[src/rtl/day_timer_multi.sv]
`default_nettype none
// ============================================================================
//  Module      : day_timer_multi
//  Description : Minute-of-day timer. Prescales clk into minute ticks, counts
//                minutes over a programmable day length, pulses day_end on
//                wrap, counts days, and raises per-channel alarm pulses.
//                Supports enable/pause and a synchronous preload.
//  Revision    : 1.0 - initial release
// ============================================================================
module day_timer_multi #(
  parameter int WIDTH    = 11,
  parameter int TICK_DIV = 1,
  parameter int N_ALARMS = 4,
  parameter int DAY_W    = 8
) (
  input  logic                      clk,
  input  logic                      rst_n,
  input  logic                      en,
  input  logic [WIDTH-1:0]          period,
  input  logic                      load,
  input  logic [WIDTH-1:0]          load_value,
  input  logic [N_ALARMS*WIDTH-1:0] alarm_time,
  input  logic [N_ALARMS-1:0]       alarm_en,
  output logic                      tick,
  output logic [WIDTH-1:0]          time_out,
  output logic                      day_end,
  output logic [DAY_W-1:0]          day_count,
  output logic [N_ALARMS-1:0]       alarm_hit
);

  // Prescaler needs at least one bit even when every cycle is a tick.
  localparam int PW = (TICK_DIV > 1) ? $clog2(TICK_DIV) : 1;
  localparam logic [PW-1:0] c_div_last = PW'(TICK_DIV - 1);

  logic [PW-1:0]       presc_q,     presc_d;
  logic [WIDTH-1:0]    time_q,      time_d;
  logic [DAY_W-1:0]    day_q,       day_d;
  logic                tick_q,      tick_d;
  logic                day_end_q,   day_end_d;
  logic [N_ALARMS-1:0] alarm_hit_q, alarm_hit_d;

  logic                w_tick_evt;
  logic                w_wrap;
  logic [WIDTH-1:0]    w_next;
  logic [WIDTH-1:0]    w_period_m1;

  // Next-state logic: load beats tick, tick beats hold; pulses default low.
  always_comb begin
    presc_d     = presc_q;
    time_d      = time_q;
    day_d       = day_q;
    tick_d      = 1'b0;
    day_end_d   = 1'b0;
    alarm_hit_d = '0;

    w_tick_evt  = en && (presc_q == c_div_last);
    w_period_m1 = period - WIDTH'(1);
    // ">=" rather than "==" so a period shrunk below the current minute
    // wraps on the very next tick instead of running to 2^WIDTH.
    w_wrap      = (period != '0) ? (time_q >= w_period_m1) : (&time_q);
    w_next      = w_wrap ? '0 : time_q + WIDTH'(1);

    if (load) begin
      presc_d = '0;
      time_d  = ((period != '0) && (load_value >= period)) ? '0 : load_value;
    end else if (en) begin
      presc_d = w_tick_evt ? '0 : presc_q + PW'(1);
      if (w_tick_evt) begin
        tick_d = 1'b1;
        time_d = w_next;
        if (w_wrap) begin
          day_end_d = 1'b1;
          day_d     = day_q + DAY_W'(1);
        end
        for (int k = 0; k < N_ALARMS; k++) begin
          alarm_hit_d[k] = alarm_en[k] && (w_next == alarm_time[k*WIDTH +: WIDTH]);
        end
      end
    end
  end

  // State and output registers; asynchronous clear drops any pulse in flight.
  always_ff @(posedge clk or negedge rst_n) begin
    if (!rst_n) begin
      presc_q     <= '0;
      time_q      <= '0;
      day_q       <= '0;
      tick_q      <= 1'b0;
      day_end_q   <= 1'b0;
      alarm_hit_q <= '0;
    end else begin
      presc_q     <= presc_d;
      time_q      <= time_d;
      day_q       <= day_d;
      tick_q      <= tick_d;
      day_end_q   <= day_end_d;
      alarm_hit_q <= alarm_hit_d;
    end
  end

  assign tick      = tick_q;
  assign time_out  = time_q;
  assign day_end   = day_end_q;
  assign day_count = day_q;
  assign alarm_hit = alarm_hit_q;

endmodule
`default_nettype wire

[config.mk]
export PLATFORM = sky130hd
export DESIGN_NAME = day_timer_multi
export DESIGN_NICKNAME = d
export VERILOG_FILES = /design/src/rtl/day_timer_multi.sv
export SDC_FILE = /design/constraint.sdc
export NUM_CORES = 1
export LEC_CHECK = 0
export BUFFER_PORTS_ARGS = -buffer_cell sky130_fd_sc_hd__buf_4
export CAP_MARGIN = 5
export CORE_AREA = 2 2 78 80
export CTS_CLUSTER_DIAMETER = 120
export DETAILED_ROUTE_END_ITERATION = 12
export DIE_AREA = 0 0 80 82
export GPL_ROUTABILITY_DRIVEN = 0
export GPL_TIMING_DRIVEN = 0
export PLACE_DENSITY = 0.79
export SLEW_MARGIN = 20
export SYNTH_ARGS = -nofsm -noshare
export SYNTH_HDL_FRONTEND = slang
export SYNTH_SLANG_ARGS = --single-unit
export TNS_END_PERCENT = 5
[constraint.sdc]
create_clock -name clk -period 3.7 [get_ports clk]
set_clock_uncertainty 0.2 [all_clocks]
set_input_delay 0.555 -clock clk [delete_from_list [all_inputs] [get_ports clk]]
set_output_delay 0.555 -clock clk [all_outputs]
set_load 0.02 [all_outputs]
==> impl_metrics.env <==
export IMPL_swShare=0.423
export IMPL_numPortBuffers=98
export IMPL_areaGrowthSynthToFinish_pct=42.5
export IMPL_grt_pass1_vias=3083
export IMPL_fmax_mhz=266
export IMPL_hp_start="en"
export IMPL_dp_cells=524
export IMPL_cap_violations=0
export IMPL_holdWs_ps=243
export IMPL_ir_drop_uv=256
export IMPL_path_cells="buf_8 > inv_6 > ha_4 > or3b_1 > buf_6 > nor3_1 > xnor2_1 > ha_1 > a21oi_1 > o21a_2 > a21oi_4 > or4_1 > o31ai_1 > a22oi_1 > a2111oi_2"
export IMPL_path_delay_family="compound AO/OA/AOI/OAI gates"
export IMPL_synthFlopType="dfrtp_1"
export IMPL_numCtsBuffers=3
export IMPL_cts_clk_slew_worst_paths_ps=90
export IMPL_fp_dieH_um=82
export IMPL_p_comb_frac=0.568
export IMPL_fin_area_sq_um=4070
export IMPL_end_kind="flop"
export IMPL_synth_top_cell_area_share=0.228
export IMPL_synth_nets=450
export IMPL_placed_cell_area_sq_um=3720
export IMPL_power_total_mw=1.49
export IMPL_top_usage_layer="met2"
export IMPL_dr_pass1_iters=5
export IMPL_slew_headroom=0.344
export IMPL_yosysSeqAreaShare=0.228
export IMPL_p_int_mw=0.858
export IMPL_syn_inst=351
export IMPL_pwr_share_seq=0.268
export IMPL_hold_viol_final=0
export IMPL_start_util=0.497
export IMPL_seq_area_sq_um=651
export IMPL_p_leak_nw=1.82
export IMPL_critPathKind="input port to flop"
export IMPL_post_drt_wl_per_cell_um=17.2
export IMPL_synth_xor_area_frac=0.126
export IMPL_status="finished with violations"
export IMPL_synth_compound_area_frac=0.231
export IMPL_hp_class="input port to flop"
export IMPL_die_area_sq_um=6560
export IMPL_multi_input_area_sq_um=2200
export IMPL_use_met2=0.510
export IMPL_cp_start_kind="input port"
export IMPL_async_flop_share=1.00
export IMPL_synthMuxAreaShare=0.00788
export IMPL_rsz0062_at_grt="yes"
export IMPL_r2r_end="alarm_hit[0]$_DFF_PN0_"
export IMPL_totalWireLength_mm=9.32
export IMPL_worst_path_max_fanout=7
export IMPL_finalNonFillerCells=542
export IMPL_setup_tns_ps=-78.8
export IMPL_clock_latency_ps=280
export IMPL_rr_worst_depth=11
export IMPL_synth_edf_count=0
export IMPL_fin_crit_ps=3760
export IMPL_crit_path_top_delay_cell="or4_1"
export IMPL_vias=3313
export IMPL_yosysWarnings=0
export IMPL_finalWorstSetupSlack_ps=-55.3
export IMPL_synth_top_family_by_area="simple AND/OR/NAND/NOR gates"
export IMPL_ant_nets=0
export IMPL_worst_slew_pin_slew_ps=977
export IMPL_utilization=0.709
export IMPL_syn_avg_cell_area_sq_um=8.14
export IMPL_slowest_delay_ps=430
export IMPL_n_fill_cell=485
export IMPL_cts_tree="built"
export IMPL_ys_ff_latch=26
export IMPL_fin_nets=567
export IMPL_grt_max_degree=27
export IMPL_hold_depth=2
export IMPL_synthTopCellsByArea="dfrtp_1 (23%), ha_1 (11%), xnor2_1 (7.4%)"
export IMPL_die_w_um=80
export IMPL_fin_crit_sh=1.01
export IMPL_drt_iter0_drc=251
export IMPL_slew_viol_final=0
export IMPL_cts_sinks=26
export IMPL_worstPathArrival_ps=3710
export IMPL_p_per_area_nw_per_um2=365
export IMPL_antenna_found_initial=0
export IMPL_grt_pass1_wl_mm=14.3
export IMPL_hold_end="presc_q$_DFFE_PN0P_"
export IMPL_io_pins=99
export IMPL_synth_simple_gate_area_share=0.239
export IMPL_drive_gt1_frac=0.349
export IMPL_netlist_area_sq_um=2860
export IMPL_drc=0
export IMPL_cts_root_buf="clkbuf_8"
export IMPL_use_met1=0.338
export IMPL_netlist_top_cell_by_area="dfrtp_1"
export IMPL_critical_path_buf_inv_count=3
export IMPL_rows=28
export IMPL_reg2reg_slack_ps=280
export IMPL_setup_viol=3
export IMPL_reg2reg_from="time_out[0]$_DFFE_PN0P_"
export IMPL_yosysUniqueCellTypes=66
export IMPL_clockBufferDepth=2
export IMPL_violations="setup timing"
export IMPL_grt_util_all_layers=0.276
export IMPL_fp_coreArea_sq_um=5750
export IMPL_met3_usage=0.0484
export IMPL_preCtsSetupSlack_ps=-708
export IMPL_num_antenna_cells=0
export IMPL_ctsHtreeMaxLevel=1
export IMPL_required_ps=3650
export IMPL_synth_fa_ha_area_frac=0.110
export IMPL_p_sw_mw=0.629
export IMPL_routed_via_density=6.11
export IMPL_hpwl_mm=7.10
export IMPL_clock_power_share=0.164
export IMPL_grt_overflow=0
## cell families (layout without fill, tap and decap cells)
group           Yosys count  count (layout)
compound gates           89              89
xor+xnor                 41              41
fa+ha+maj                25              25
buf+inv                  40             156
flops                    26              26
mux                       2               2
simple gates            128             128
## synth_stat cells, types with 3 or more instances
master,number
a221o_1,8
nand2b_1,3
nor3_1,13
xnor2_1,24
clkbuf_1,8
buf_2,3
o21ai_0,12
nor4_1,4
and2_1,4
dfrtp_1,26
or2_2,4
nand2_1,29
xor2_1,17
nand4_1,9
ha_1,25
o211ai_1,6
and3_1,3
nor2_1,24
nand3_1,13
inv_1,26
or3_1,6
a21oi_1,17
and4_1,3
o31ai_1,4
o221ai_1,3
a31oi_1,4
## final cells by class
class	count	area share
plain buffers	14	0.0230
clock buffers	3	0.0101
clock inverters	1	0.00738
inverters	26	0.0258
multi-input cells	285	0.541
flip-flops and latches	26	0.160
well taps	75	0.0230
repair buffers	112	0.210
## power by group through the flow
stage / registers [mW] / logic, mW / clock network, mW
2_1_floorplan: 0.436 / 0.410 / 0
3_3_place_gp: 0.400 / 0.705 / 0
3_5_place_dp: 0.402 / 0.723 / 0
4_1_cts: 0.397 / 0.792 / 0.244
5_1_grt: 0.405 / 0.914 / 0.255
6_report: 0.399 / 0.844 / 0.244
## state kept, by name (all words and copies together), names as in the netlist
signal and flops:
time_out 11, day_count 8, alarm_hit 4, day_end 1, presc_q 1, tick 1
## metal layers
metal | vias up | part of all wire | wire, um
li1 | 1538 | - | -
met1 | 1571 | 0.40 | 3710
met2 | 178 | 0.50 | 4690
met3 | 26 | 0.081 | 754
met4 | 0 | 0.018 | 171
met5 | - | 0 | 0
## layout by cell type (no fill, tap or decap), types with 3 or more instances in the layout
cell type,instances
a21oi_1,16
a221o_1,8
a31oi_1,4
and2_1,4
and3_1,3
buf_4,109
buf_6,5
clkbuf_1,8
clkbuf_8,3
dfrtp_1,26
ha_1,23
inv_1,23
nand2_1,27
nand2_2,3
nand2b_1,3
nand3_1,11
nand4_1,9
nor2_1,20
nor2_2,4
nor3_1,12
nor4_1,3
o211ai_1,6
o21ai_0,10
o221ai_1,3
o31ai_1,3
or2_2,3
or3_1,6
xnor2_1,23
xor2_1,17
## worst max path at each step
stage               slack [ps]  depth (start not counted)      start                      to
floorplan                    5                         16  period[0]  alarm_hit[0]$_DFF_PN0_
global placement          -700                         16  period[0]  alarm_hit[0]$_DFF_PN0_
detailed placement        -710                         16  period[0]  alarm_hit[0]$_DFF_PN0_
CTS                        -30                         17  period[0]  alarm_hit[3]$_DFF_PN0_
global route              -240                         14  period[2]  alarm_hit[0]$_DFF_PN0_
finish                     -60                         15  period[1]  alarm_hit[3]$_DFF_PN0_
## what timing repair did
item	in CTS	in global routing
hold buffers	1	0
cloned	1	0
pin swaps	18	14
hold endpoints to repair	26	0
resized for setup	27	18
setup buffers	7	5
setup endpoints to repair	9	7
No activity file was read; power rests on OpenSTA's default activity.
